$ cat src/rtl/ar_channel.sv
// Read-address stage of the AXI width adapter: splits one wide AR request into
// narrow INCR sub-bursts (<=256 beats each) and logs one entry per request for the read-data collector.
module ar_channel #(
  parameter int M_DATA_WIDTH = 128,
  parameter int S_DATA_WIDTH = 32,
  parameter int ADDR_WIDTH   = 32,
  parameter int ARID_WIDTH   = 3,
  parameter int SUB_TXN_CNT  = 3,
  parameter int SUB_XFER_CNT = 3,
  parameter int FF_DATA_IN   = SUB_TXN_CNT + SUB_XFER_CNT
) (
  input  logic                  aclk,
  input  logic                  arst_n,
  input  logic [ARID_WIDTH-1:0] m_arid,
  input  logic [ADDR_WIDTH-1:0] m_araddr,
  input  logic [7:0]            m_arlen,
  input  logic [2:0]            m_arsize,
  input  logic [1:0]            m_arburst,
  input  logic                  m_arvalid,
  output logic                  m_arready,
  output logic [ARID_WIDTH-1:0] s_arid,
  output logic [ADDR_WIDTH-1:0] s_araddr,
  output logic [7:0]            s_arlen,
  output logic [2:0]            s_arsize,
  output logic [1:0]            s_arburst,
  output logic                  s_arvalid,
  input  logic                  s_arready,
  output logic [FF_DATA_IN-1:0] xfer_data_i,
  output logic                  xfer_wr_valid_i,
  input  logic                  xfer_full_o
);
  localparam int M_BYTES   = M_DATA_WIDTH / 8;
  localparam int S_BYTES   = S_DATA_WIDTH / 8;
  localparam int RATIO_MAX = M_BYTES / S_BYTES;
  localparam int BEAT_W    = 9 + $clog2(RATIO_MAX);
  localparam int STEP      = 256 * S_BYTES;
  localparam logic [2:0] S_SIZE = 3'($clog2(S_BYTES));

  typedef enum logic {IDLE, ISSUE} state_t;

  typedef struct packed {
    logic [ARID_WIDTH-1:0] id;
    logic [ADDR_WIDTH-1:0] addr;
    logic [7:0]            len;
    logic [2:0]            size;
    logic [1:0]            burst;
  } ar_req_t;

  state_t            state, state_nxt;
  ar_req_t           req_q;
  logic [BEAT_W-1:0] remaining;
  logic              accept, sub_done, last_sub;

  // Only INCR is generated on the narrow side; the wide burst type is dropped.
  logic unused_burst;
  assign unused_burst = ^m_arburst;

  // Request decode: narrow beats per wide beat, total narrow beats, sub-burst count.
  logic [2:0]              up_shift;
  logic [BEAT_W-1:0]       beats, beats_rnd, rem_next;
  logic [SUB_XFER_CNT-1:0] ratio;
  logic [SUB_TXN_CNT-1:0]  total_sub;
  logic [ADDR_WIDTH-1:0]   base;
  logic [7:0]              first_len, next_len;
  logic [2:0]              n_size;

  always_comb begin
    up_shift  = (m_arsize > S_SIZE) ? (m_arsize - S_SIZE) : 3'd0;
    beats     = (BEAT_W'(m_arlen) + BEAT_W'(1)) << up_shift;
    beats_rnd = beats + BEAT_W'(255);
    ratio     = SUB_XFER_CNT'(1) << up_shift;
    total_sub = SUB_TXN_CNT'(beats_rnd >> 8);
    base      = m_araddr & ~((ADDR_WIDTH'(1) << m_arsize) - ADDR_WIDTH'(1));
    first_len = (beats > BEAT_W'(256)) ? 8'd255 : 8'(beats - BEAT_W'(1));
    n_size    = (m_arsize >= S_SIZE) ? S_SIZE : m_arsize;
    rem_next  = remaining - BEAT_W'(256);
    next_len  = (rem_next > BEAT_W'(256)) ? 8'd255 : 8'(rem_next - BEAT_W'(1));
  end

  always_ff @(posedge aclk or negedge arst_n) begin
    if (!arst_n) state <= IDLE;
    else         state <= state_nxt;
  end

  always_comb begin
    state_nxt = state;
    m_arready = 1'b0;
    accept    = 1'b0;
    sub_done  = 1'b0;
    last_sub  = (remaining <= BEAT_W'(256));
    case (state)
      IDLE: begin
        // arst_n term keeps ready low while reset is held, not just after the edge.
        m_arready = !xfer_full_o && arst_n;
        accept    = m_arready && m_arvalid;
        if (accept) state_nxt = ISSUE;
      end
      ISSUE: begin
        sub_done = s_arready;
        if (s_arready && last_sub) state_nxt = IDLE;
      end
      default: state_nxt = IDLE;
    endcase
  end

  always_ff @(posedge aclk or negedge arst_n) begin
    if (!arst_n) begin
      req_q           <= '0;
      remaining       <= '0;
      xfer_data_i     <= '0;
      xfer_wr_valid_i <= 1'b0;
    end else begin
      xfer_wr_valid_i <= accept;
      if (accept) begin
        req_q       <= '{id: m_arid, addr: base, len: first_len, size: n_size, burst: 2'b01};
        remaining   <= beats;
        xfer_data_i <= {ratio, total_sub};
      end else if (sub_done && !last_sub) begin
        remaining  <= rem_next;
        req_q.addr <= req_q.addr + ADDR_WIDTH'(STEP);
        req_q.len  <= next_len;
      end
    end
  end

  assign s_arvalid = (state == ISSUE);
  assign s_arid    = req_q.id;
  assign s_araddr  = req_q.addr;
  assign s_arlen   = req_q.len;
  assign s_arsize  = req_q.size;
  assign s_arburst = req_q.burst;
endmodule

$ cat config.mk
export PLATFORM = sky130hd
export DESIGN_NAME = ar_channel
export DESIGN_NICKNAME = d
export VERILOG_FILES = /design/src/rtl/ar_channel.sv
export SDC_FILE = /design/constraint.sdc
export NUM_CORES = 1
export LEC_CHECK = 0
export CORE_AREA = 2 2 98 100
export DETAILED_ROUTE_END_ITERATION = 7
export DIE_AREA = 0 0 100 102
export GPL_TIMING_DRIVEN = 0
export HOLD_SLACK_MARGIN = 0.12
export PLACE_DENSITY = 0.84
export SYNTH_ARGS = -nofsm -noshare
export SYNTH_HDL_FRONTEND = slang
export SYNTH_SLANG_ARGS = --single-unit
$ cat constraint.sdc
create_clock -name aclk -period 3.3 [get_ports aclk]
set_input_delay 0.99 -clock aclk [delete_from_list [all_inputs] [get_ports aclk]]
set_output_delay 0.99 -clock aclk [all_outputs]
set_load 0.03 [all_outputs]
==> reports/qor.csv, run 1 <==
stage;metric;value;unit
status;status;complete, no violations;
synth;async_flop_share;1.00;
clock_tree;clock_sinks;66;
synth;syn_area;4110;um^2
synth;seq_area_frac_synth;0.402;
worst_setup_path;critPathMaxFanout;8;
final_layout;postLayoutCoreUtil;0.635;
synth;synth.top_cells.by_area;dfrtp_1, nand2_1, xnor2_1;
worst_setup_path;crit_family;buffers and inverters;
pwr;switchingPower;2.04;mW
sta;final-hold-violation-count;0;
clock_tree;clockRootBuffer;clkbuf_8;
worst_setup_path;critPathKind;in -> reg;
worst_setup_path;end_kind;register;
worst_setup_path;required;3.54;ns
worst_setup_path;crit_end;s_arlen[5];
sta;setup_viol;0;
floorplanning;chipWidth;100;um
pwr;seqPwrFrac;0.322;
global_routing;grt_pass1_vias;3992;
worst_setup_path;critPathMaxStageDelay;0.48;ns
worst_setup_path;worst_path_max_delay_cell;clkdlybuf4s50_1;
floorplanning;die_area;10200;um^2
synth;ys.flop_type;dfrtp_1;
floorplanning;placementRows;35;
final_layout;drive_gt1_frac;0.137;
place;portBuffers;102;
place;gp_congestion;0.897;
detailed_routing;wl_per_cell;17.7;um
detailed_routing;route.detailed.drc;0;
worst_setup_path;reg2reg_depth;8;
detailed_routing;antenna_left;0;
pwr;intPower;2.58;mW
global_routing;grt_max_degree;68;
global_routing;grtUsageTotal;0.246;
pwr;p_comb_frac;0.510;
floorplanning;io_pins;110;
clock_tree;htree_levels;3;
worst_setup_path;path_common_cell;buf_4;
global_routing;antenna_found_initial;0;
flow_run;cap_violations;0;
final_layout;areaGrowthSynthToFinish;40.9;%
sta;timing.final.crit_period;3.24;ns
pwr;powerDensity;797;nW/um^2
sta;drv_slew;0;
synth;netlist_instances;475;
worst_setup_path;path_buf_inv;4;
sta;rsz0062_at_grt;true;
global_routing;grt-ovfl-total;0;
synth;synth_warnings;0;
pwr;ir_worst_vdd;0.556;mV
sta;hold_ws;0.478;ns
sta;fmax;308;MHz
global_routing;grt_pass1_wl;19700;um
worst_setup_path;path_cells;clkdlybuf4s50_1 -> buf_4 -> nand3_4 -> or3_4 -> a211oi_4 -> nor4_4 -> buf_4 -> a41oi_2 -> and3b_1 -> buf_6 -> a221oi_2;
place;dp_hpwl;9190;um
worst_setup_path;crit_cells;11;
detailed_routing;vias;4044;
worst_setup_path;cp.arrival;3.48;ns
floorplanning;core_area;9110;um^2
synth;yosys.area.top_type;dfrtp_1;
final_layout;layout.nets;658;
min_path;hp-class;reg -> reg;
synth;synth-seq-cells;66;
worst_setup_path;crit_path_start_kind;primary input;
pwr;clkPwrFrac;0.168;
detailed_routing;vias_per_cell;5.69;
worst_setup_path;crit_path_start;m_arlen[0];
final_layout;diodes;0;
clock_tree;clk_latency;0.34;ns
synth;synthDistinctLibCells;63;
floorplanning;die_h;102;um
sta;max_slew.worst_pin.slew;0.754;ns
pwr;total_leakage_power;2.34;nW
detailed_routing;drt_wl_total;12600;um
synth;syn-num-nets;537;
synth;synth_top_area_frac;0.402;
clock_tree;cts_inserted_buffers;9;
synth;syn_avg_cell_area;8.65;um^2
floorplanning;start_util;0.451;
sta;finalCritPeriodShare;0.983;
clock_tree;hold_buffers;0;
synth;synth_common_cells;nand2_1, dfrtp_1, nor2_1, o21ai_0, xnor2_1;
pwr;swShare;0.442;
sta;max-slew-margin-rel;0.496;
worst_setup_path;regToRegStartpoint;remaining[8];
worst_setup_path;rr_endpoint;s_arlen[7];
clock_tree;tritoncts;yes;
synth;synth_most_common_cell;nand2_1;
detailed_routing;dr.pass1.iters;5;
clock_tree;clk_path_buf_depth;2;
clock_tree;path_clk_slew;0.07;ns
synth;synth_edf_count;0;
detailed_routing;drt_iter0_drc;242;
sta;skew;0.00710;ns
worst_setup_path;r2r_slack;0.75;ns
## state kept, by name (all words and copies together) (netlist names)
signal,cells
xfer_data_i,6
s_araddr,32
remaining,11
s_arburst,1
xfer_wr_valid_i,1
s_arvalid,1
s_arsize,3
s_arid,3
s_arlen,8
## tightest hold or removal path: stages, from the launching register on
cell and delay [ns]:
dfrtp_1 0.35, nand2_1 0.05, nand2_1 0.05
## per-stage QoR
step	setup TNS (ns)	power [mW]	cells	area (um^2)	worst slack [ns]
6_report	0	4.62	711	5790	0.0550
5_1_grt	-0.0798	4.86	711	5790	-0.0346
4_1_cts	0	4.58	704	5550	0.0193
3_5_place_dp	-15.29	3.79	688	5270	-0.752
3_3_place_gp	-204.27	3.70	688	5270	-2.45
2_1_floorplan	0	2.85	475	4110	0.112
## metal layers
metal	vias up	GRT usage	wire, um	part of all wire
met5	-	0	0	0
met4	0	0.0927	362	0.029
met3	37	0.0595	864	0.069
met2	166	0.411	6110	0.49
met1	1943	0.312	5240	0.42
li1	1898	-	-	-
## layout make-up
type / instances / area [um^2]
Clock inverter: 5 / 78.8
Clock buffer: 10 / 138
Timing Repair Buffer: 110 / 1090
Inverter: 21 / 78.8
Fill cell: 767 / 3320
Buffer: 27 / 154
Multi-Input combinational cell: 361 / 2450
Tap cell: 111 / 139
Sequential cell: 66 / 1650
## power by group through the flow
| stage | Clock, mW | Sequential [mW] | Combinational [mW] |
|---|---|---|---|
| floorplan | 0 | 2.00 | 0.851 |
| global placement | 0 | 1.47 | 2.23 |
| detailed placement | 0 | 1.50 | 2.29 |
| CTS | 0.779 | 1.48 | 2.32 |
| global route | 0.813 | 1.53 | 2.51 |
| finish | 0.775 | 1.49 | 2.35 |
## logic make-up after synthesis
kind of cell               Yosys count  synth area share
and+or+nand+nor                    195             0.229
AOI/OAI and AO/OA                  113             0.195
DFF                                 66             0.402
buffers and inverters               48            0.0527
xor gates and xnor gates            39            0.0831
adders and majority gates            9            0.0274
muxes                                4            0.0100
other                                1          0.000913
## repair_timing
item / 4_1_cts / 5_1_grt
pin swaps: 1 / 8
setup buffers: 1 / 7
resized for setup: 12 / 34
endpoints found under the setup margin: 13 / 11
## cell usage in the layout, fill, tap and decap left out, types with 3 or more instances in the layout
cell / n
clkdlybuf4s50_1: 97
nand2_1: 92
dfrtp_1: 66
nor2_1: 31
o21ai_0: 29
xnor2_1: 27
nand3_1: 21
inv_1: 20
o21ai_1: 17
clkbuf_1: 16
a21oi_1: 16
buf_4: 12
clkbuf_8: 10
xor2_1: 9
nor3_1: 9
nand4_1: 8
ha_1: 8
a221oi_2: 6
o211ai_1: 6
o22ai_2: 3
nor4_4: 3
nand2b_1: 3
nor4_1: 3
buf_6: 3
and2_1: 3
mux2i_1: 3
and3_1: 3
buf_2: 3
## worst min path at each step
stage	from	endpoint	depth (start not counted)
finish	s_araddr[1]	s_araddr[1]	2
global route	s_arsize[2]	s_arsize[2]	1
CTS	s_araddr[5]	s_araddr[5]	2
detailed placement	s_araddr[5]	s_araddr[5]	2
global placement	s_araddr[1]	s_araddr[1]	2
floorplan	remaining[4]	remaining[4]	2
No activity file was read; power rests on OpenSTA's default activity.
==> run 2: changes to the inputs <==
Settings changed: DONT_BUFFER_PORTS from default to 1, PLACE_DENSITY 0.84 to 0.69.
==> reports/qor.csv, run 2 (synthesis gave the netlist of run 1 again) <==
stage;metric;value;unit;change
status;status;complete, no violations;;
pwr;total_leakage_power;1.83;nW;-22%
place;dp_hpwl;8320;um;-9.5%
pwr;intPower;1.96;mW;-24%
sta;setup_viol;0;;unchanged
detailed_routing;antenna_left;0;;unchanged
clock_tree;htree_levels;3;;unchanged
sta;finalCritPeriodShare;0.917;;-0.0667
global_routing;grt_pass1_wl;17800;um;-9.7%
sta;fmax;331;MHz;+7.3%
worst_setup_path;worst_path_max_delay_cell;a211oi_1;;
clock_tree;clk_latency;0.35;ns;about the same
worst_setup_path;path_cells;ha_1 -> buf_2 -> nand3_1 -> xor2_1 -> a21oi_1 -> a211oi_1 -> and3b_1 -> buf_6 -> a221oi_2;;
global_routing;grt-ovfl-total;0;;unchanged
worst_setup_path;crit_path_start_kind;primary input;;
pwr;clkPwrFrac;0.185;;+0.017
detailed_routing;route.detailed.drc;0;;unchanged
detailed_routing;vias_per_cell;5.90;;+3.6%
sta;setup_ws;0.275;ns;+0.220 ns
detailed_routing;vias;3549;;-12%
clock_tree;hold_buffers;0;;unchanged
global_routing;grt_pass1_vias;3481;;-13%
final_layout;drive_gt1_frac;0.106;;-0.0308
final_layout;diodes;0;;unchanged
worst_setup_path;required;3.51;ns;-0.03 ns
floorplanning;io_pins;110;;unchanged
global_routing;antenna_found_initial;0;;unchanged
worst_setup_path;end_kind;register;;
flow_run;cap_violations;0;;unchanged
pwr;p_total;3.86;mW;-16%
worst_setup_path;critPathMaxFanout;7;;-1
worst_setup_path;critPathMaxStageDelay;0.74;ns;+0.26 ns
floorplanning;die_h;102;um;unchanged
floorplanning;chipWidth;100;um;unchanged
pwr;swShare;0.493;;+0.0508
global_routing;grt_max_degree;68;;unchanged
clock_tree;tritoncts;yes;;
clock_tree;cts_setup_buffers;0;;-1
sta;final-hold-violation-count;0;;unchanged
final_layout;n_fill_cell;916;;+19%
place;dp_slack;-0.379;ns;+0.372 ns
final_layout;final_cell_mix;nand2_1, dfrtp_1, nor2_1, o21ai_0, xnor2_1;;
sta;max-slew-margin-rel;0.434;;-0.0616
detailed_routing;wl_per_cell;18.5;um;+4.8%
pwr;seqPwrFrac;0.546;;+0.224
clock_tree;path_clk_slew;0.09;ns;+0.02 ns
floorplanning;die_area;10200;um^2;unchanged
sta;drv_slew;0;;unchanged
final_layout;final_common_cell;nand2_1;;
pwr;powerDensity;866;nW/um^2;+8.6%
detailed_routing;drt_iter0_drc;128;;-47%
place;portBuffers;0;;-100%
detailed_routing;dr.pass1.iters;7;;+2
final_layout;largest_reg_flops;32;;unchanged
pwr;p_comb_frac;0.268;;-0.242
sta;timing.final.crit_period;3.02;ns;-0.220 ns
sta;rsz0062_at_grt;false;;
pwr;switchingPower;1.90;mW;-6.8%
final_layout;layout.nets;548;;-17%
clock_tree;clockRootBuffer;clkbuf_8;;
detailed_routing;drt_wl_total;11200;um;-11%
final_layout;areaGrowthSynthToFinish;8.43;%;
final_layout;instances_no_fill;602;;-15%
worst_setup_path;cp.arrival;3.23;ns;-0.25 ns
sta;hold_ws;0.340;ns;-0.138 ns
clock_tree;cts_inserted_buffers;9;;unchanged
floorplanning;placementRows;35;;unchanged
floorplanning;start_util;0.451;;unchanged
sta;skew;0.0167;ns;+0.00958 ns
place;gp_congestion;0.889;;-0.89%
clock_tree;clk_path_buf_depth;2;;unchanged
clock_tree;clock_sinks;66;;unchanged
global_routing;grtUsageTotal;0.221;;-0.0245
sta;max_slew.worst_pin.slew;0.844;ns;+0.0900 ns
min_path;hp-class;in -> async;;
place;dp.cells;586;;-15%
pwr;ir_worst_vdd;0.398;mV;-28%
floorplanning;core_area;9110;um^2;unchanged
worst_setup_path;critPathKind;in -> reg;;
## run 2: cell count changes in the layout (fill, tap and decap cells not counted), moves of 3 or more
cell             change
o22ai_1              +3
buf_4                -8
o22ai_2              -3
clkdlybuf4s50_1     -97
xor2_1               +3
## run 2: final timing paths
| kind | slack [ns] | cells past startpoint | end | startpoint |
|---|---|---|---|---|
| worst max-delay path | 0.28 | 9 | s_arlen[2] | m_arlen[0] |
| worst min-delay path | 0.34 | 0 | s_araddr[11] | arst_n |
| worst max register to register | 0.52 | 7 | s_arlen[7] | s_arvalid |
| worst min register to register | 0.55 | 2 | remaining[7] | remaining[7] |
| max in group asynchronous | 2.83 | 0 | s_arlen[3] | arst_n |
| min in group aclk | 0.55 | 2 | remaining[7] | remaining[7] |
## run 2: layer usage
layer  wire, um  track usage  vias up
met5          0            0        -
met4        306       0.0948        0
met3        794       0.0540       24
met2       5170        0.343      128
met1       4880        0.298     1710
li1           -            -     1687
## run 2: critical path: cells and delay by family
kind	cells	cell delay [ns]
AO/OA/AOI/OAI	3	0.94
XOR/XNOR	1	0.45
AND/OR/NAND/NOR	2	0.39
buffers and inverters	2	0.29
adder cells (fa/ha/maj)	1	0.16
## run 2: power by group through the flow
stage          Sequential (mW)  Clock (mW)  Combinational [mW]
5_1_grt                   2.15       0.752                1.17
2_1_floorplan             2.00           0               0.851
3_3_place_gp              2.11           0               0.993
3_5_place_dp              2.12           0                1.03
6_report                  2.11       0.715                1.04
4_1_cts                   2.11       0.720                1.03
## run 2: stage by stage
stage	TNS (ns)	instance area, um^2	util
after floorplan	0	4110	-
after global placement	-5.84	4250	0.466
after detailed placement	-8.58	4250	0.466
after CTS	0	4460	0.489
after global routing	0	4460	0.489
final	0	4460	0.489
## run 2: cell type report
class,instances,area [um^2],share of cell area
Clock inverter,6,65.1,0.0146
Clock buffer,10,138,0.0309
Multi-Input combinational cell,361,2250,0.504
Sequential cell,66,1650,0.371
Buffer,27,138,0.0309
Inverter,21,78.8,0.0177
Tap cell,111,139,0.0312
## run 2: what timing repair did
| item | 4_1_cts | 5_1_grt |
|---|---|---|
| setup endpoints to repair | 1 | 0 |
| hold endpoints to repair | 0 | 0 |
| gates resized for setup | 1 | 0 |
==> run 3: changes to the inputs <==
Settings changed: GPL_ROUTABILITY_DRIVEN from default to 0.
==> reports/qor.csv, run 3 (synthesis gave the netlist of run 1 again) <==
stage;metric;value;unit;change
final_layout;n_fill_cell;877;;-4.3%
clock_tree;htree_levels;3;;unchanged
worst_setup_path;regToRegStartpoint;s_arvalid;;
worst_setup_path;critPathKind;in -> reg;;
sta;setup_ws;0.279;ns;+0.00371 ns
global_routing;grt_max_degree;68;;unchanged
global_routing;grt_pass1_wl;17000;um;-4.2%
clock_tree;clk_latency;0.34;ns;about the same
final_layout;diodes;0;;unchanged
detailed_routing;drt_wl_total;11000;um;-1.5%
sta;timing.final.crit_period;3.02;ns;-0.00371 ns
floorplanning;die_h;102;um;unchanged
detailed_routing;route.detailed.drc;0;;unchanged
sta;tns;0;ns;unchanged
flow_run;cap_violations;0;;unchanged
worst_setup_path;reg2reg_depth;7;;unchanged
sta;drv_slew;0;;unchanged
worst_setup_path;required;3.51;ns;about the same
final_layout;final_cell_mix;nand2_1, dfrtp_1, nor2_1, o21ai_0, xnor2_1;;
worst_setup_path;crit_path_start_kind;primary input;;
worst_setup_path;crit_end;s_arlen[3];;
sta;fmax;331;MHz;+0.12%
worst_setup_path;cp.arrival;3.23;ns;about the same
clock_tree;cts_inserted_buffers;9;;unchanged
final_layout;areaGrowthSynthToFinish;8.80;%;
sta;skew;0.0148;ns;-0.00190 ns
clock_tree;cts_resized;0;;-1
worst_setup_path;end_kind;register;;
final_layout;drive_gt1_frac;0.104;;-0.00204
clock_tree;hold_buffers;0;;unchanged
clock_tree;tritoncts;yes;;
clock_tree;cts_setup_buffers;0;;unchanged
detailed_routing;wl_per_cell;18.2;um;-1.5%
worst_setup_path;rr_endpoint;s_arlen[7];;
global_routing;antenna_found_initial;0;;unchanged
final_layout;largest_reg_flops;32;;unchanged
floorplanning;core_area;9110;um^2;unchanged
floorplanning;placementRows;35;;unchanged
final_layout;final_common_cell;nand2_1;;
clock_tree;clockRootBuffer;clkbuf_8;;
final_layout;layout.nets;548;;unchanged
global_routing;grt-ovfl-total;0;;unchanged
sta;rsz0062_at_grt;false;;
pwr;ir_worst_vdd;0.392;mV;-1.6%
place;dp_slack;-0.341;ns;+0.0382 ns
sta;final-hold-violation-count;0;;unchanged
place;portBuffers;0;;unchanged
floorplanning;chipWidth;100;um;unchanged
pwr;total_leakage_power;1.83;nW;+0.23%
floorplanning;io_pins;110;;unchanged
detailed_routing;dr.pass1.iters;6;;-1
sta;max-slew-margin-rel;0.463;;+0.0292
clock_tree;clk_path_buf_depth;2;;unchanged
detailed_routing;drt_iter0_drc;265;;+110%
clock_tree;path_clk_slew;0.08;ns;about the same
detailed_routing;vias_per_cell;5.86;;-0.62%
floorplanning;die_area;10200;um^2;unchanged
floorplanning;start_util;0.451;;unchanged
pwr;powerDensity;874;nW/um^2;+0.85%
worst_setup_path;crit_path_start;m_arlen[0];;
sta;max_slew.worst_pin.slew;0.800;ns;-0.0436 ns
min_path;hp-class;in -> async;;
worst_setup_path;r2r_slack;0.49;ns;-0.03 ns
status;status;complete, no violations;;
sta;finalCritPeriodShare;0.915;;-0.00113
detailed_routing;antenna_left;0;;unchanged
sta;setup_viol;0;;unchanged
worst_setup_path;critPathMaxFanout;7;;unchanged
place;dp_hpwl;8090;um;-2.7%
clock_tree;clock_sinks;66;;unchanged
detailed_routing;vias;3527;;-0.62%
global_routing;grtUsageTotal;0.213;;-0.00840
global_routing;grt_pass1_vias;3319;;-4.7%
[run 3: cell count changes in the layout (fill, tap and decap cells not counted)]
cell and delta:
bufinv_16 +1, clkbuf_1 +1, clkbuf_8 -1, clkinv_2 -1
[run 3: layout make-up]
| class | instances | area (um^2) | share of cell area |
|---|---|---|---|
| Tap cell | 111 | 139 | 0.0311 |
| Buffer | 27 | 138 | 0.0308 |
| Multi-Input combinational cell | 361 | 2250 | 0.502 |
| Clock inverter | 6 | 90.1 | 0.0202 |
| Clock buffer | 10 | 128 | 0.0285 |
| Inverter | 21 | 78.8 | 0.0176 |
| Sequential cell | 66 | 1650 | 0.369 |
[run 3: power breakdown]
group          internal [mW]  switching, mW  total (mW)  leakage, nW
clock                  0.429          0.329       0.758        0.107
sequential              1.14          0.966        2.11        0.798
combinational          0.443          0.595        1.04        0.924
total                   2.01           1.89        3.91         1.83
[run 3: how the worst min path moves through the flow]
stage,start,to,slack (ns)
2_1_floorplan,remaining[4],remaining[4],0.49
3_3_place_gp,remaining[4],remaining[4],0.51
3_5_place_dp,remaining[4],remaining[4],0.52
4_1_cts,arst_n,s_araddr[14],0.32
5_1_grt,arst_n,s_arid[0],0.32
6_report,arst_n,s_arid[0],0.34
[run 3: worst max-delay path, stage by stage]
cell and delay [ns]:
ha_1 0.16, buf_2 0.16, nand3_1 0.09, xor2_1 0.46, a221oi_2 0.15, nor4_2 0.49, a41oi_2 0.24, and3b_1 0.28
buf_6 0.13, a221oi_2 0.07
[run 3: through the flow]
step	hold WS [ns]	power (mW)	instances	util	area, um^2
3_5_place_dp	0.520	3.14	586	0.466	4250
5_1_grt	0.315	4.14	602	0.491	4470
3_3_place_gp	0.513	3.09	586	0.466	4250
4_1_cts	0.318	3.91	602	0.490	4470
2_1_floorplan	0.492	2.85	475	-	4110
6_report	0.341	3.91	602	0.491	4470
[run 3: per-layer routing]
| metal | GRT usage | up-vias | routed length (um) |
|---|---|---|---|
| met4 | 0.0790 | 0 | 178 |
| met5 | 0 | - | 0 |
| li1 | - | 1689 | - |
| met3 | 0.0520 | 14 | 807 |
| met2 | 0.325 | 125 | 5130 |
| met1 | 0.296 | 1699 | 4870 |
